===== config.mk =====
export PLATFORM = sky130hd
export DESIGN_NAME = seg_scan_ctrl
export DESIGN_NICKNAME = d
export VERILOG_FILES = /design/src/rtl/seg_scan_pkg.sv /design/src/rtl/seg_slot_timer.sv /design/src/rtl/seg_scan_ctrl.sv
export SDC_FILE = /design/constraint.sdc
export NUM_CORES = 1
export LEC_CHECK = 0
export ABC_AREA = 1
export BUFFER_PORTS_ARGS = -buffer_cell sky130_fd_sc_hd__buf_4
export CORE_ASPECT_RATIO = 1.25
export CORE_UTILIZATION = 62
export DETAILED_ROUTE_END_ITERATION = 8
export HOLD_SLACK_MARGIN = 0.06
export PLACE_DENSITY = 0.81
export SLEW_MARGIN = 20
export SYNTH_ARGS = -nofsm -noshare
export SYNTH_HDL_FRONTEND = slang
export SYNTH_HIERARCHICAL = 1
export SYNTH_SLANG_ARGS = --single-unit

===== constraint.sdc =====
create_clock -name clk -period 7.4 [get_ports clk]
set_clock_uncertainty 0.2 [all_clocks]
set_input_delay 1.48 -clock clk [delete_from_list [all_inputs] [get_ports clk]]
set_output_delay 1.48 -clock clk [all_outputs]
set_load 0.01 [all_outputs]

===== src/rtl/seg_scan_pkg.sv =====
// Shared types and helpers for the multiplexed 7-segment scan controller.
package seg_scan_pkg;
  localparam int SEG_W = 7;

  typedef enum logic [1:0] {IDLE, DRIVE, DARK, GAP} scan_state_e;

  // Number of lit cycles contributed by each brightness code step.
  function automatic int calc_step(input int freq, input int bbits);
    return (freq + 1) >> bbits;
  endfunction
endpackage


===== src/rtl/seg_slot_timer.sv =====
// Slot counter and digit index; classifies the upcoming cycle as drive or gap
// so the scan FSM can register its next state without extra latency.
module seg_slot_timer import seg_scan_pkg::*; #(
  parameter int NDIG  = 4,
  parameter int FREQ  = 250,
  parameter int CBITS = 8,
  parameter int BBITS = 3,
  localparam int DW   = (NDIG > 1) ? $clog2(NDIG) : 1
)(
  input  logic             clk,
  input  logic             rst,
  input  logic             clr_i,
  input  logic             adv_i,
  input  logic [BBITS-1:0] bright_nxt_i,
  output logic [DW-1:0]    dig_o,
  output logic             drv_nxt_o,
  output logic             gap_nxt_o,
  output logic             last_o
);
  localparam int PW                 = CBITS + BBITS;
  localparam logic [CBITS-1:0] CMAX = CBITS'(FREQ);
  localparam logic [DW-1:0]    DMAX = DW'(NDIG - 1);
  localparam logic [BBITS-1:0] BFULL = '1;
  localparam logic [PW-1:0]    STEP_W = PW'(calc_step(FREQ, BBITS));

  logic [CBITS-1:0] cnt_q, cnt_d;
  logic [DW-1:0]    dig_q, dig_d;
  logic [PW-1:0]    on_len;

  always_comb begin
    cnt_d = cnt_q;
    dig_d = dig_q;
    if (clr_i) begin
      cnt_d = '0;
      dig_d = '0;
    end else if (adv_i) begin
      if (cnt_q == CMAX) begin
        cnt_d = '0;
        dig_d = (dig_q == DMAX) ? '0 : dig_q + 1'b1;
      end else begin
        cnt_d = cnt_q + 1'b1;
      end
    end
  end

  // Full-width product so the lit window never wraps.
  assign on_len    = PW'(bright_nxt_i) * STEP_W;
  assign gap_nxt_o = (cnt_d == CMAX);
  assign drv_nxt_o = (cnt_d < CMAX) && ((bright_nxt_i == BFULL) || (PW'(cnt_d) < on_len));
  assign last_o    = (cnt_q == CMAX) && (dig_q == DMAX);
  assign dig_o     = dig_q;

  always_ff @(posedge clk or negedge rst) begin
    if (!rst) begin
      cnt_q <= '0;
      dig_q <= '0;
    end else begin
      cnt_q <= cnt_d;
      dig_q <= dig_d;
    end
  end
endmodule


===== src/rtl/seg_scan_ctrl.sv =====
// Multiplexed 7-segment scan scheduler: double-buffered digit load, per-digit
// mask, frame-level PWM brightness, registered segment/digit drive.
module seg_scan_ctrl import seg_scan_pkg::*; #(
  parameter int NDIG  = 4,
  parameter int FREQ  = 250,
  parameter int CBITS = 8,
  parameter int BBITS = 3,
  localparam int DW   = (NDIG > 1) ? $clog2(NDIG) : 1
)(
  input  logic                  clk,
  input  logic                  rst,
  input  logic                  en,
  input  logic                  in_valid,
  output logic                  in_ready,
  input  logic [SEG_W*NDIG-1:0] in_data,
  input  logic [NDIG-1:0]       in_mask,
  input  logic [BBITS-1:0]      bright,
  output logic [SEG_W-1:0]      segment,
  output logic [NDIG-1:0]       digit_en,
  output logic                  frame_done
);
  scan_state_e state_q, state_d;

  logic [NDIG-1:0][SEG_W-1:0] data_q, pend_data_q;
  logic [NDIG-1:0]            mask_q, pend_mask_q;
  logic [BBITS-1:0]           bright_q, bright_nxt;
  logic                       pend_full_q, pend_full_d, in_ready_q;
  logic [SEG_W-1:0]           seg_q, seg_d;
  logic [NDIG-1:0]            den_q, den_d;
  logic                       fd_q;
  logic [DW-1:0]              dig;
  logic                       drv_nxt, gap_nxt, last;
  logic                       accept, boundary, xfer;

  assign accept     = in_valid && in_ready_q;
  assign boundary   = en && (state_q == GAP) && last;
  // Buffer swap only between frames, or whenever scanning is stopped.
  assign xfer       = pend_full_q && (boundary || !en);
  assign bright_nxt = boundary ? bright : bright_q;

  seg_slot_timer #(
    .NDIG(NDIG), .FREQ(FREQ), .CBITS(CBITS), .BBITS(BBITS)
  ) u_timer (
    .clk          (clk),
    .rst          (rst),
    .clr_i        (!en),
    .adv_i        (en && (state_q != IDLE)),
    .bright_nxt_i (bright_nxt),
    .dig_o        (dig),
    .drv_nxt_o    (drv_nxt),
    .gap_nxt_o    (gap_nxt),
    .last_o       (last)
  );

  always_comb begin
    state_d = IDLE;
    if (en) begin
      if (gap_nxt)      state_d = GAP;
      else if (drv_nxt) state_d = DRIVE;
      else              state_d = DARK;
    end
  end

  always_comb begin
    pend_full_d = pend_full_q;
    if (xfer)   pend_full_d = 1'b0;
    if (accept) pend_full_d = 1'b1;
  end

  // Gated by en so a stop blanks the pins on the very next cycle.
  always_comb begin
    seg_d = '0;
    den_d = '0;
    if (en && (state_q == DRIVE)) begin
      den_d = mask_q & (NDIG'(1) << dig);
      if (mask_q[dig]) seg_d = data_q[dig];
    end
  end

  always_ff @(posedge clk or negedge rst) begin
    if (!rst) begin
      state_q     <= IDLE;
      data_q      <= '0;
      mask_q      <= '0;
      bright_q    <= '0;
      pend_data_q <= '0;
      pend_mask_q <= '0;
      pend_full_q <= 1'b0;
      in_ready_q  <= 1'b0;
      seg_q       <= '0;
      den_q       <= '0;
      fd_q        <= 1'b0;
    end else begin
      state_q     <= state_d;
      pend_full_q <= pend_full_d;
      in_ready_q  <= !pend_full_d;
      seg_q       <= seg_d;
      den_q       <= den_d;
      fd_q        <= boundary;
      bright_q    <= bright_nxt;
      if (xfer) begin
        data_q <= pend_data_q;
        mask_q <= pend_mask_q;
      end
      if (accept) begin
        pend_data_q <= in_data;
        pend_mask_q <= in_mask;
      end
    end
  end

  assign in_ready   = in_ready_q;
  assign segment    = seg_q;
  assign digit_en   = den_q;
  assign frame_done = fd_q;
endmodule


==> impl_summary.md <==
Synth
The xor-xnor portion of the synthesized cell area is 0.802%. Counting every net in the synthesized netlist gives about 520. Summing the areas of all compound-gate instances in the mapped netlist gives around 3.1% of the synthesized area. The largest family of logic cells by synthesized area is simple AND/OR/NAND/NOR gates. Of the total synthesized cell area, the portion taken by full adders, half adders and majority gates is 6.42%.

The count of cell types in the netlist is 33. By instance count, the leading cell after synthesis is sky130_fd_sc_hd__nand2_1. By area the synthesized netlist is led by sky130_fd_sc_hd__dfrtp_1 53%, sky130_fd_sc_hd__nand2_1 13%, sky130_fd_sc_hd__mux2_2 8.2%. For this run, the leading register cell type out of synthesis is sky130_fd_sc_hd__dfrtp_1. The number of synthesized flops with an enable pin is 0.

The portion of synthesized area spent on multiplexers is 8.25%. Counting every instance in the synthesized netlist gives between 400 and 500. The average instance area after synthesis is 9.43 sq um. The commonest cells after synthesis are 155 x sky130_fd_sc_hd__nand2_1, 93 x sky130_fd_sc_hd__dfrtp_1, 39 x sky130_fd_sc_hd__nor2_1, 36 x sky130_fd_sc_hd__nand3_1, 33 x sky130_fd_sc_hd__inv_1. The simple logic cell fraction of the synthesized area is 23.2%. The biggest area contributor in the post-synthesis netlist is sky130_fd_sc_hd__dfrtp_1.

The mapped netlist covers 4370 sq um. The share of synthesized area in the top cell type comes to 53.3%. The count of synthesis-stage warnings from yosys is 6. For this run, the register share of the synthesized area comes to 53.3%.

The async set-or-reset flop fraction in the synthesized netlist is 100%. The synthesized flop and latch total is 93.

Floorplanning
Row generation in the floorplan step produced 33 rows. The die outline area is 7390 sq um. The die is 95.8 microns tall. The chip width is 77.1 microns. For this configuration, the core starts out at a cell density of around two thirds.

The number of placed I/O pins is 52. The region available for standard cell placement spans 6690 sq um.

Timing
At the pin with the least slew margin, the transition time is 1.12 ns. The number of hold violations in the final report is 0. Setup total negative slack on the finished layout was measured at 0 ns. Setup repair after global routing left no endpoint under its margin. Setup violations remaining at the end of the flow were counted as 0.

The number of max-slew violations in the final report is 0. The smallest clock period supported by the final layout is computed as 4.84 ns. The upper clock frequency limit is between 200 and 250 MHz.

The worst pin sits at a relative slew slack of between 20% and 30%. The post-route clock period utilization is 65.3%.

CTS
The number of resized instances in the post-cts repair step is 0. The clock passes through at most 2 buffers. TritonCTS built the clock tree.

The number of sinks driven by the clock tree is slightly above 90. The number of hold buffers added after CTS was 0. The H-tree generated during clock tree synthesis spans 3 levels.

The clock root buffer is sky130_fd_sc_hd__clkbuf_8. The latest clock arrival within the worst-skew pair is 0.35 ns. The number of CTS-inserted buffers is 9. The number of post-CTS setup repair buffers is 0. After clock tree synthesis, the clock-pin slew on the worst setup and hold paths is 0.08 ns.

Detailed routing
After detailed routing, the number of vias per cell comes to 5.33. Wires add up to 8.42 mm. In the routed design, unresolved DRC markers number 0. The number of DRC markers in iteration 0 is between 150 and 200. The detailed-router iteration count before antenna repair is 5. For this block, the via count after detailed routing is 3238. The residual antenna-violating net count after detailed routing is 0. After detailed routing, the average wire length per cell comes to 13.9 microns.

Pwr
The power consumption is 1.23 mW. For this design the static power due to leakage is 2.59 nW. The power per standard cell area is 245 nW/um^2. IR analysis of the VDD net gives a maximum drop of 0.000155 V.

Finish
0 antenna diodes ended up in the layout. From synthesis to final layout, the design area changed by 15.1%. The number of nets in the layout is approximately 570.

The final cell utilization of the core is 75.2%. The share of cells above drive strength 1 is roughly 22%.

Setup path
The critical path goes through buf_4, nand2_2, nor2_1, nand2_1, nand2_1, fa_1, ha_1, inv_1, fa_1, o31ai_1, xnor2_1, ha_1, nand2_1, nor2_1, a211oi_1, nand2_1, a21oi_2, nor2_1, nor2_1. Of all nets on the critical path, the largest fanout is 7. The logic depth of the worst register-to-register path is 22. The slack of the worst reg-to-reg path is 2.78 ns. The biggest cell delay along the critical path is about 0.64 ns. Data on the critical path is required at its endpoint by 7.48 ns. The most critical setup path has its endpoint at state_q[0]$_DFF_PN0_. The worst reg2reg path endpoint is state_q[0]$_DFF_PN0_. In this run the critical register-to-register path is launched from u_timer/cnt_q[0]$_DFF_PN0_. Tracing the worst setup path back leads to its startpoint at en.

STA classifies the critical path startpoint as an input pin. The category of the most critical setup path is input pin to flop. The endpoint kind of the worst setup timing path is a flop. The slowest stage of the critical path belongs to the cell sky130_fd_sc_hd__fa_1. Data arrives at the worst endpoint at 4.92 ns.

Placement
The routability-driven placement congestion ratio is ~0.86. The post-detailed-placement half-perimeter wirelength is 6.06 mm. Input and output buffers added on the ports amount to 51.

Global route
Global routing finished with a remaining overflow of 0. The number of antenna violations at the first check in global routing came to 0. The first-pass GRT wire length is 14.9 mm. Entering global routing, the biggest net connects 53 pins. The via count of the first global-routing pass came to about 3300.

The combined global-route utilization of all metal layers is approximately a quarter.

Min path
The worst min-delay path category is flop to flop. The hold-critical path depth is 2. The start point of the worst min-delay path is data_q[7]$_DFFE_PN0P_.

Run status
The run finished with clean final reports.

Flow run
The number of maximum-capacitance constraint violations is 0.
[worst min-delay path by stage]
stage	endpoint	slack [ns]
final	data_q[7]$_DFFE_PN0P_	0.28
after global routing	data_q[11]$_DFFE_PN0P_	0.31
after CTS	data_q[7]$_DFFE_PN0P_	0.28
after detailed placement	data_q[7]$_DFFE_PN0P_	0.26
after global placement	data_q[22]$_DFFE_PN0P_	0.25
after floorplan	data_q[0]$_DFFE_PN0P_	0.24
[area by class of cell]
| class | count | area [sq um] |
|---|---|---|
| inverters | 35 | 131 |
| clock buffers | 12 | 155 |
| well taps | 87 | 109 |
| clock inverters | 4 | 77.6 |
| flip-flops and latches | 93 | 2330 |
| repair buffers | 54 | 405 |
| fillers | 459 | 1660 |
| multi-input cells | 322 | 1820 |
[cells in the final DEF, fill, tap and decap left out, types with 2 or more instances in the layout]
master / Yosys / final
sky130_fd_sc_hd__buf_4: 3 / 54
sky130_fd_sc_hd__clkbuf_8: 0 / 11
sky130_fd_sc_hd__a21oi_1: 6 / 6
sky130_fd_sc_hd__mux2_2: 32 / 32
sky130_fd_sc_hd__ha_1: 16 / 16
sky130_fd_sc_hd__xor2_1: 2 / 2
sky130_fd_sc_hd__nor2_2: 2 / 2
sky130_fd_sc_hd__inv_1: 33 / 33
sky130_fd_sc_hd__nand4_1: 2 / 2
sky130_fd_sc_hd__o31ai_1: 2 / 2
sky130_fd_sc_hd__bufinv_16: 0 / 2
sky130_fd_sc_hd__o21ai_0: 5 / 5
sky130_fd_sc_hd__o21ai_1: 3 / 3
sky130_fd_sc_hd__nand3_1: 36 / 36
sky130_fd_sc_hd__inv_2: 2 / 2
sky130_fd_sc_hd__dfrtp_1: 93 / 93
sky130_fd_sc_hd__xnor2_1: 2 / 2
sky130_fd_sc_hd__nand2_2: 3 / 3
sky130_fd_sc_hd__nand3_2: 2 / 2
sky130_fd_sc_hd__nor2_1: 39 / 39
sky130_fd_sc_hd__a21oi_2: 3 / 3
sky130_fd_sc_hd__fa_1: 4 / 4
sky130_fd_sc_hd__nand2_1: 155 / 155
[per-layer routing]
layer	track usage [%]	routed length (microns)	part of all wire, %
met3	4.27	334	4.0
met5	0	0	0
met4	10.2	163	1.9
met1	34.3	3630	43
met2	44.6	4290	51
[registers in the layout (all words and copies together), names as in the netlist, 3 cells and up]
name	flops
digit_en	4
data_q	28
segment	7
pend_data_q	28
bright_q	3
mask_q	4
pend_mask_q	4
u_timer/cnt_q	8
[worst max-delay path: cells and delay by family]
| family | cells | cell delay, ns |
|---|---|---|
| adders and majority gates | 4 | 1.52 |
| buffers and inverters | 2 | 0.21 |
| AOI/OAI and AO/OA | 3 | 0.69 |
| and+or+nand+nor | 9 | 0.84 |
| xor gates and xnor gates | 1 | 0.18 |
[report_power, final]
group,total (mW),switching [mW],internal (mW)
logic,0.178,0.0900,0.0884
registers,0.674,0.0681,0.606
clock network,0.380,0.170,0.211
[per-stage QoR]
step,instance area [sq um],instances,hold WS (ns),setup WS (ns)
after floorplan,4370,463,0.242,2.77
after global placement,4800,591,0.254,2.49
after detailed placement,4800,591,0.259,2.26
after CTS,5030,607,0.281,2.61
after global routing,5030,607,0.311,2.35
final,5030,607,0.280,2.56
[logic make-up after synthesis]
| group | count (synthesis) |
|---|---|
| mux | 32 |
| fa+ha+maj | 20 |
| buf+inv | 48 |
| simple gates | 244 |
| xor+xnor | 4 |
| flops | 93 |
| compound gates | 22 |
No activity file was read; power rests on OpenSTA's default activity.
